## src/rtl/bf16_norm_pack.sv

```systemverilog
// rtl/bf16_norm_pack.sv - BF16 multiplier back end: normalise, round, range-check and pack
module bf16_norm_pack #(
   parameter int MANT_W = 8,
   parameter int EXP_W  = 10,
   parameter bit RND_EN = 1'b1
) (
   input  logic                clk,
   input  logic                rst_n,
   input  logic                in_valid,
   output logic                in_ready,
   input  logic                in_sign,
   input  logic [EXP_W-1:0]    in_exp,
   input  logic [2*MANT_W-1:0] in_mant,
   input  logic                in_zero,
   input  logic                in_inf,
   input  logic                in_nan,
   output logic                out_valid,
   input  logic                out_ready,
   output logic [MANT_W+7:0]   out_result,
   output logic                out_ovf,
   output logic                out_unf
);

   localparam int PROD_W = 2 * MANT_W;
   localparam int FRAC_W = MANT_W - 1;
   localparam int E_W    = EXP_W + 1;

   localparam logic signed [E_W-1:0] E_ONE  = E_W'(1);
   localparam logic signed [E_W-1:0] E_ZERO = '0;
   localparam logic signed [E_W-1:0] E_MAX  = E_W'(255);

   // Result class decided in stage 1; specials already resolved by priority
   typedef enum logic [2:0] {
      CLS_NORM = 3'd0,
      CLS_UNF  = 3'd1,
      CLS_ZERO = 3'd2,
      CLS_INF  = 3'd3,
      CLS_NAN  = 3'd4
   } cls_t;

   // ---------------------------------------------------------------
   // Handshake
   // ---------------------------------------------------------------
   logic s1_valid;
   logic s2_valid;
   logic s1_adv;

   // Stage 2 is the output register, so it can take new data when empty or draining
   assign s1_adv    = !s2_valid | out_ready;
   assign in_ready  = !s1_valid | s1_adv;
   assign out_valid = s2_valid;

   // ---------------------------------------------------------------
   // Stage 1: normalise
   // ---------------------------------------------------------------
   logic                    n_sign;
   logic signed [E_W-1:0]   n_exp;
   logic signed [E_W-1:0]   e_ext;
   logic [FRAC_W-1:0]       n_frac;
   logic                    n_g;
   logic                    n_s;
   cls_t                    n_cls;

   logic                    s1_sign;
   logic signed [E_W-1:0]   s1_exp;
   logic [FRAC_W-1:0]       s1_frac;
   logic                    s1_g;
   logic                    s1_s;
   cls_t                    s1_cls;

   assign e_ext = {in_exp[EXP_W-1], in_exp};

   // Pick the significand window from the leading one and classify specials
   always_comb begin
      n_sign = in_sign;
      n_exp  = e_ext;
      n_frac = '0;
      n_g    = 1'b0;
      n_s    = 1'b0;
      n_cls  = CLS_NORM;
      if (in_mant[PROD_W-1]) begin
         n_frac = in_mant[PROD_W-2 -: FRAC_W];
         n_g    = in_mant[MANT_W-1];
         n_s    = |in_mant[MANT_W-2:0];
         n_exp  = e_ext + E_ONE;
      end else if (in_mant[PROD_W-2]) begin
         n_frac = in_mant[PROD_W-3 -: FRAC_W];
         n_g    = in_mant[MANT_W-2];
         n_s    = |in_mant[MANT_W-3:0];
      end else begin
         // product below 1.0 can only come from an out-of-range approximation
         n_cls  = CLS_UNF;
      end
      if (in_nan | (in_inf & in_zero)) begin
         n_cls = CLS_NAN;
      end else if (in_inf) begin
         n_cls = CLS_INF;
      end else if (in_zero) begin
         n_cls = CLS_ZERO;
      end
   end

   // Stage 1 register: fills when accepting, drains when stage 2 takes it
   always_ff @(posedge clk or negedge rst_n) begin
      if (!rst_n) begin
         s1_valid <= 1'b0;
         s1_sign  <= 1'b0;
         s1_exp   <= '0;
         s1_frac  <= '0;
         s1_g     <= 1'b0;
         s1_s     <= 1'b0;
         s1_cls   <= CLS_NORM;
      end else if (in_ready) begin
         s1_valid <= in_valid;
         if (in_valid) begin
            s1_sign <= n_sign;
            s1_exp  <= n_exp;
            s1_frac <= n_frac;
            s1_g    <= n_g;
            s1_s    <= n_s;
            s1_cls  <= n_cls;
         end
      end
   end

   // ---------------------------------------------------------------
   // Stage 2: round, range check, pack
   // ---------------------------------------------------------------
   logic                    rnd;
   logic                    carry;
   logic [FRAC_W-1:0]       frac_r;
   logic signed [E_W-1:0]   exp_r;
   logic [MANT_W+7:0]       n_result;
   logic                    n_ovf;
   logic                    n_unf;

   // Round-to-nearest-even; a carry out of the fraction wraps it to zero and bumps the exponent
   always_comb begin
      rnd             = RND_EN & s1_g & (s1_s | s1_frac[0]);
      {carry, frac_r} = {1'b0, s1_frac} + {{FRAC_W{1'b0}}, rnd};
      exp_r           = s1_exp + {{(E_W-1){1'b0}}, carry};
   end

   // Select packed word and flags; specials never raise ovf/unf
   always_comb begin
      n_result = {s1_sign, 8'h00, {FRAC_W{1'b0}}};
      n_ovf    = 1'b0;
      n_unf    = 1'b0;
      case (s1_cls)
         CLS_NAN:  n_result = {1'b0, 8'hFF, 1'b1, {(FRAC_W-1){1'b0}}};
         CLS_INF:  n_result = {s1_sign, 8'hFF, {FRAC_W{1'b0}}};
         CLS_ZERO: n_result = {s1_sign, 8'h00, {FRAC_W{1'b0}}};
         CLS_UNF: begin
            n_result = {s1_sign, 8'h00, {FRAC_W{1'b0}}};
            n_unf    = 1'b1;
         end
         default: begin
            if (exp_r >= E_MAX) begin
               n_result = {s1_sign, 8'hFF, {FRAC_W{1'b0}}};
               n_ovf    = 1'b1;
            end else if (exp_r <= E_ZERO) begin
               n_result = {s1_sign, 8'h00, {FRAC_W{1'b0}}};
               n_unf    = 1'b1;
            end else begin
               n_result = {s1_sign, exp_r[7:0], frac_r};
            end
         end
      endcase
   end

   // Output register: holds while stalled, reloads when downstream drains it
   always_ff @(posedge clk or negedge rst_n) begin
      if (!rst_n) begin
         s2_valid   <= 1'b0;
         out_result <= '0;
         out_ovf    <= 1'b0;
         out_unf    <= 1'b0;
      end else if (s1_adv) begin
         s2_valid <= s1_valid;
         if (s1_valid) begin
            out_result <= n_result;
            out_ovf    <= n_ovf;
            out_unf    <= n_unf;
         end
      end
   end

endmodule

```

## config.mk

```make
export PLATFORM = sky130hd
export DESIGN_NAME = bf16_norm_pack
export DESIGN_NICKNAME = d
export VERILOG_FILES = /design/src/rtl/bf16_norm_pack.sv
export SDC_FILE = /design/constraint.sdc
export NUM_CORES = 1
export LEC_CHECK = 0
export BUFFER_PORTS_ARGS = -buffer_cell sky130_fd_sc_hd__buf_2
export CAP_MARGIN = 20
export CORE_UTILIZATION = 54
export CTS_CLUSTER_DIAMETER = 30
export DETAILED_ROUTE_END_ITERATION = 8
export GPL_TIMING_DRIVEN = 0
export PLACE_DENSITY = 0.79
export SLEW_MARGIN = 30
export SYNTH_ARGS = -nofsm -noshare
export SYNTH_HDL_FRONTEND = slang
export SYNTH_SLANG_ARGS = --single-unit
```

## constraint.sdc

```tcl
create_clock -name clk -period 3.6 [get_ports clk]
set_input_delay 0.72 -clock clk [delete_from_list [all_inputs] [get_ports clk]]
set_output_delay 0.72 -clock clk [all_outputs]
set_load 0.01 [all_outputs]
```

* Yosys cells after proc, flatten, opt, wreduce, memory -nomap -nowiden
Index checks and enable logic that the tools add are counted.
Cells by class: add/sub/neg operators 3, $mul 0, divide/modulo/power cells 0, $lt $le $gt $ge 2, equality and inequality tests 4, shift operators 0, multiplexer cells 20, bitwise operators 6, reductions and logical operators 9
Operators with widths (number):
- $pmux 16 s3 | 1
- $mux 15 | 2
- $mux 7 | 2
- $mux 3 | 4
- $add 10x2->11 const B | 1
- $add 11x1->11 | 1
- $ge 11x9->1 const B | 1
- $le 11x1->1 const B | 1
- $mux 11 | 1
- $mux 1 | 9
- $add 7x1->8 | 1
- $reduce_or 7->1 | 1
- $eq 3x2->1 const B | 2
- $reduce_or 6->1 | 1
- $or 1x1->1 | 4
- $reduce_and 2->1 | 2
- $reduce_or 4->1 | 1
- $eq 3x1->1 const B | 1
- $eq 3x3->1 const B | 1
- $reduce_or 3->1 | 1
- $and 1x1->1 | 2
- $logic_not 1->1 | 2
- $pmux 1 s2 | 1
- $reduce_or 2->1 | 1
Storage, ports and cells: register bits 44, bits in latches 0, RAM bits 0, ROM bits 0, bits of input ports 34, output and inout port bits 20, word-level logic and storage cells 55, memories kept 0

* Depth between registers and ports, before layout
depth in word-level cells 8, gate-level depth with buffers 12, gate-level depth less buffers 11

* Worst setup path before layout
OpenSTA, ideal clock, no wires.
kind reg2reg, from register s1_frac[0], to register out_result[3], library setup time 92 ps, data arrival time 2767 ps, data required time 3508 ps, path slack 741 ps, stages on the path, launching flop included 13, buffers on the path 1, period minus slack after synthesis 2859 ps, path through dfrtp_1 -> o21a_1 -> ha_1 -> nand3_1 -> nor2_1 -> ha_1 -> ha_1 -> nand3_1 -> o31a_1 -> or4_1 -> buf_6 -> a41o_4 -> o31ai_2
Between the ends: word-level cells in the longest chain between the ends 8, elaborated cells on any way between the ends 9, classes of those cells 2 x add/sub; 2 x order compare; 3 x mux; 2 x bitwise
RTL lines:
- start: declaration | line 66 | logic [FRAC_W-1:0] s1_frac;
- start signal: assignment | line 118 | s1_frac <= n_frac;
- $or 1x1->1 | line 139 | rnd = RND_EN & s1_g & (s1_s | s1_frac[0]);
- $and 1x1->1 | line 139
- $add 7x1->8 * | line 140 | {carry, frac_r} = {1'b0, s1_frac} + {{FRAC_W{1'b0}}, rnd};
- $add 11x1->11 | line 141 | exp_r = s1_exp + {{(E_W-1){1'b0}}, carry};
- $le 11x1->1 | line 161 | end else if (exp_r <= E_ZERO) begin
- $mux 15 | line 161
- $mux 15 * | line 158 | if (exp_r >= E_MAX) begin
- $pmux 16 s3 * | line 149 | case (s1_cls)
- end signal: assignment | line 181 | out_result <= n_result;
- end: declaration | line 19 | output logic [MANT_W+7:0] out_result,
Every way passes the cells marked *; elsewhere a longest branch is shown, timed or not. A chain may end at the register's enable or synchronous reset.

* Worst setup path in the final report
from register s1_frac[0], to register out_result[4]
The elaborated chain is that of the path after synthesis.

==> run_results.csv <==
group,metric,value,unit
outcome,status,"complete, no violations",
critical_path,cpMostUsedCell,"ha_1",
critical_path,endpoint_kind,"register",
global_routing,grt_max_degree,45,
sta,finalHoldViolations,0,
floorplan,die_h,69.70,um
detailed_routing,wl_per_cell,13.00,um
critical_path,crit_family,"simple AND/OR/NAND/NOR gates",
yosys,synth_common_cells,"nand2_1 (45), dfrtp_1 (44), o21ai_0 (21)",
clock_tree,cts_resized,0,
critical_path,rrSetupSlack,0.43,ns
global_routing,grt_use_met1,0.3006,
placement,portBuffers,53,
sta,slew-limit-headroom,0.6292,
yosys,ys.flop_type,"dfrtp_1",
power_and_ir_drop,pwr-share-clk,0.236,
detailed_routing,via_per_inst,5.404,
critical_path,crit_arrival,3.38,ns
clock_tree,cts.sinks,44,
placement,pre_cts_ws,0.4367,ns
critical_path,critPathBufInv,1,
yosys,synthTopCellsByArea,"dfrtp_1 (44%), nand2_1 (6.8%), xnor2_1 (5.3%), o21ai_0 (4.2%), xor2_1 (3.5%)",
finish,antenna_cells,0,
clock_tree,root_buffer,"clkbuf_8",
floorplan,die_w,69.70,um
yosys,post-synth-top-count-cell,"nand2_1",
floorplan,io_pins,54,
yosys,synth-seq-area-share,0.4449,
finish,postLayoutCellArea,2895,sq um
sta,timing.final.crit_share,0.8808,
critical_path,r2r_end,"out_result[4]",
clock_tree,post_cts_buffers,0,
min_path,hp-class,"in -> async",
power_and_ir_drop,p_int,863.9,uW
detailed_routing,drc_errors,0,
finish,multi_input_area,1281,sq um
sta,setup_viol,0,
finish,regArea,1101,sq um
detailed_routing,routed_wl,4953,um
clock_tree,cts_tree,"yes",
finish,nFillCells,362,
floorplan,core-area,4384,sq um
placement,placed_area,2805,sq um
yosys,synth_top_area_cell,"dfrtp_1",
critical_path,slowest_delay,0.53,ns
clock_tree,cts.path.max_buffers,2,
yosys,postSynthAreaPerCell,9.235,sq um
global_routing,grtUsageMet3,0.04797,
yosys,yosys.area.top_type_share,0.4449,
yosys,synth_seq_cells,44,
finish,syn_to_final_growth,16.99,%
clock_tree,numCtsBuffers,5,
detailed_routing,vias,2059,
yosys,ys_async_sr_fraction,1.000,
detailed_routing,drt-initial-drc-count,104,
critical_path,cp.required,3.81,ns
floorplan,dieArea,4858,sq um
floorplan,rows,24,
finish,nets,367,
run,cap_violations,0,
yosys,yosysUniqueCellTypes,45,
finish,stdcell_count,381,
global_routing,grt_pass1_vias,1907,
critical_path,critical_path_class,"reg -> reg",
sta,setup_tns,0,ns
power_and_ir_drop,p_seq_frac,0.489,
power_and_ir_drop,p_comb_frac,0.275,
power_and_ir_drop,ir_worst_vdd,245.2,uV
placement,routabilityCongestion,0.8399,
power_and_ir_drop,leakage,1.304,nW
clock_tree,clock_latency,0.30,ns
detailed_routing,dr.pass1.iters,4,
clock_tree,cts.reportedPaths.clkPinSlew,0.08,ns
yosys,synth_fp_nets,307,
power_and_ir_drop,sw_frac_of_total,0.3289,
power_and_ir_drop,power.density,444.6,nW/um^2
critical_path,reg2reg_from,"s1_frac[0]",
critical_path,critPathSlowestCell,"or4_1",
critical_path,setup.worst_path.start_class,"register",
yosys,syn-instance-count,268,
sta,slew_violations,0,
yosys,yosysWarnings,0,
critical_path,cp_cell_sequence,"o21a_1 -> ha_1 -> nand3_1 -> nor2_1 -> ha_1 -> ha_1 -> nand3_1 -> o31a_1 -> or4_1 -> buf_6 -> a41o_4 -> o31ai_2",
sta,min_period,3.171,ns
global_routing,antenna_found_initial,0,
global_routing,use_met2,0.3711,
sta,worst_hold_slack,0.4051,ns
global_routing,grt_pass1_wl,8659,um
power_and_ir_drop,power.switching,423.3,uW
floorplan,initial_core_util,0.5645,
global_routing,overflow,0,
critical_path,worstRegToRegCells,12,
sta,setup_slack,0.4290,ns
clock_tree,htreeDepth,2,
placement,dp_hpwl,3847,um
yosys,synth_edf_count,0,
global_routing,grt_busiest_layer,"met2",
sta,rsz0062_at_grt,"no",
sta,worstMarginPinSlew,0.5563,ns
sta,finClkSkew,0.005924,ns
detailed_routing,drt.antenna.violating_nets,0,
clock_tree,ctsHoldBuffers,0,
placement,dp_cells,373,
sta,max_freq,315.4,MHz
global_routing,grt_use_total,0.2242,
yosys,netlist_area,2475,sq um
critical_path,worstPathMaxFanout,10,
finish,drive_gt1_frac,0.2340,
through the flow:
step / util / power [mW]
2_1_floorplan: - / 0.8651
3_3_place_gp: 0.6398 / 0.9825
3_5_place_dp: 0.6398 / 0.9943
4_1_cts: 0.6598 / 1.293
5_1_grt: 0.6604 / 1.371
6_report: 0.6604 / 1.287
worst max path at each step:
stage,startpoint,endpoint,slack (ns),depth (start not counted)
3_5_place_dp,s1_frac[0],out_result[4],0.44,12
3_3_place_gp,s1_frac[0],out_result[3],0.54,12
5_1_grt,s1_frac[0],out_result[4],0.24,12
2_1_floorplan,s1_frac[0],out_result[3],0.74,12
6_report,s1_frac[0],out_result[4],0.43,12
4_1_cts,s1_frac[0],out_result[4],0.42,12
area by class of cell:
type | instances | area share
clock inverter | 3 | 0.006482
buffer | 16 | 0.02809
timing repair buffer | 53 | 0.09248
multi-input combinational | 205 | 0.4425
sequential | 44 | 0.3803
clock buffer | 5 | 0.02377
tap | 52 | 0.02247
inverter | 3 | 0.003889
worst reg2reg max path: stages, from the launching register on:
cell and delay [ns]:
dfrtp_1 0.37, o21a_1 0.12, ha_1 0.20, nand3_1 0.12, nor2_1 0.13, ha_1 0.19, ha_1 0.25, nand3_1 0.18
o31a_1 0.29, or4_1 0.53, buf_6 0.17, a41o_4 0.29, o31ai_2 0.24
cells in the final DEF, fill, tap and decap left out, types with 2 or more instances in the layout:
| cell | netlist | final |
|---|---|---|
| a2111oi_0 | 2 | 2 |
| clkinv_2 | 0 | 2 |
| dfrtp_1 | 44 | 44 |
| buf_4 | 3 | 4 |
| nor2b_1 | 2 | 2 |
| ha_1 | 5 | 5 |
| o31ai_1 | 3 | 3 |
| clkbuf_1 | 10 | 10 |
| a22oi_1 | 7 | 7 |
| a21oi_1 | 6 | 6 |
| o31ai_2 | 4 | 4 |
| nand2_1 | 45 | 45 |
| nand2b_1 | 2 | 2 |
| a21o_1 | 3 | 3 |
| nor2_1 | 19 | 19 |
| nor3_1 | 2 | 2 |
| o22ai_1 | 6 | 6 |
| o21ai_1 | 5 | 5 |
| xor2_1 | 10 | 10 |
| buf_2 | 2 | 54 |
| or4_1 | 3 | 3 |
| nand3_1 | 13 | 13 |
| o21a_1 | 2 | 2 |
| and3b_1 | 2 | 2 |
| clkbuf_8 | 0 | 5 |
| inv_1 | 3 | 3 |
| o21ai_0 | 21 | 21 |
| nand4_1 | 3 | 3 |
| xnor2_1 | 15 | 15 |
| and3_1 | 9 | 9 |
flip-flops by register name (all words and copies together) (netlist names):
register and cells:
s1_g 1, out_unf 1, s1_exp 11, out_ovf 1, s1_sign 1, s1_frac 7, out_valid 1, s1_cls 3
s1_s 1, out_result 16, s1_valid 1
routing by layer:
layer | wire (um) | up-vias
met5 | 0 | -
met4 | 58 | 0
met3 | 221 | 5
met2 | 2353 | 55
met1 | 2319 | 927
li1 | - | 1072
power by group through the flow:
stage	Combinational (mW)	Sequential, mW	Clock [mW]
final	0.354	0.630	0.304
after global routing	0.398	0.642	0.331
after detailed placement	0.354	0.640	0
after global placement	0.348	0.635	0
after CTS	0.356	0.630	0.307
after floorplan	0.214	0.652	0
cell families (layout without fill, tap and decap cells):
kind of cell    count (synthesis)  count (layout)  share of synthesized area
flops                          44              44                     0.4449
compound gates                 67              67                     0.1896
simple gates                  106             106                     0.2058
xor+xnor                       25              25                    0.08847
fa+ha+maj                       5               5                    0.02528
mux                             2               2                   0.008594
buf+inv                        19              80                    0.03741
(Power assumes the default switching activity.)
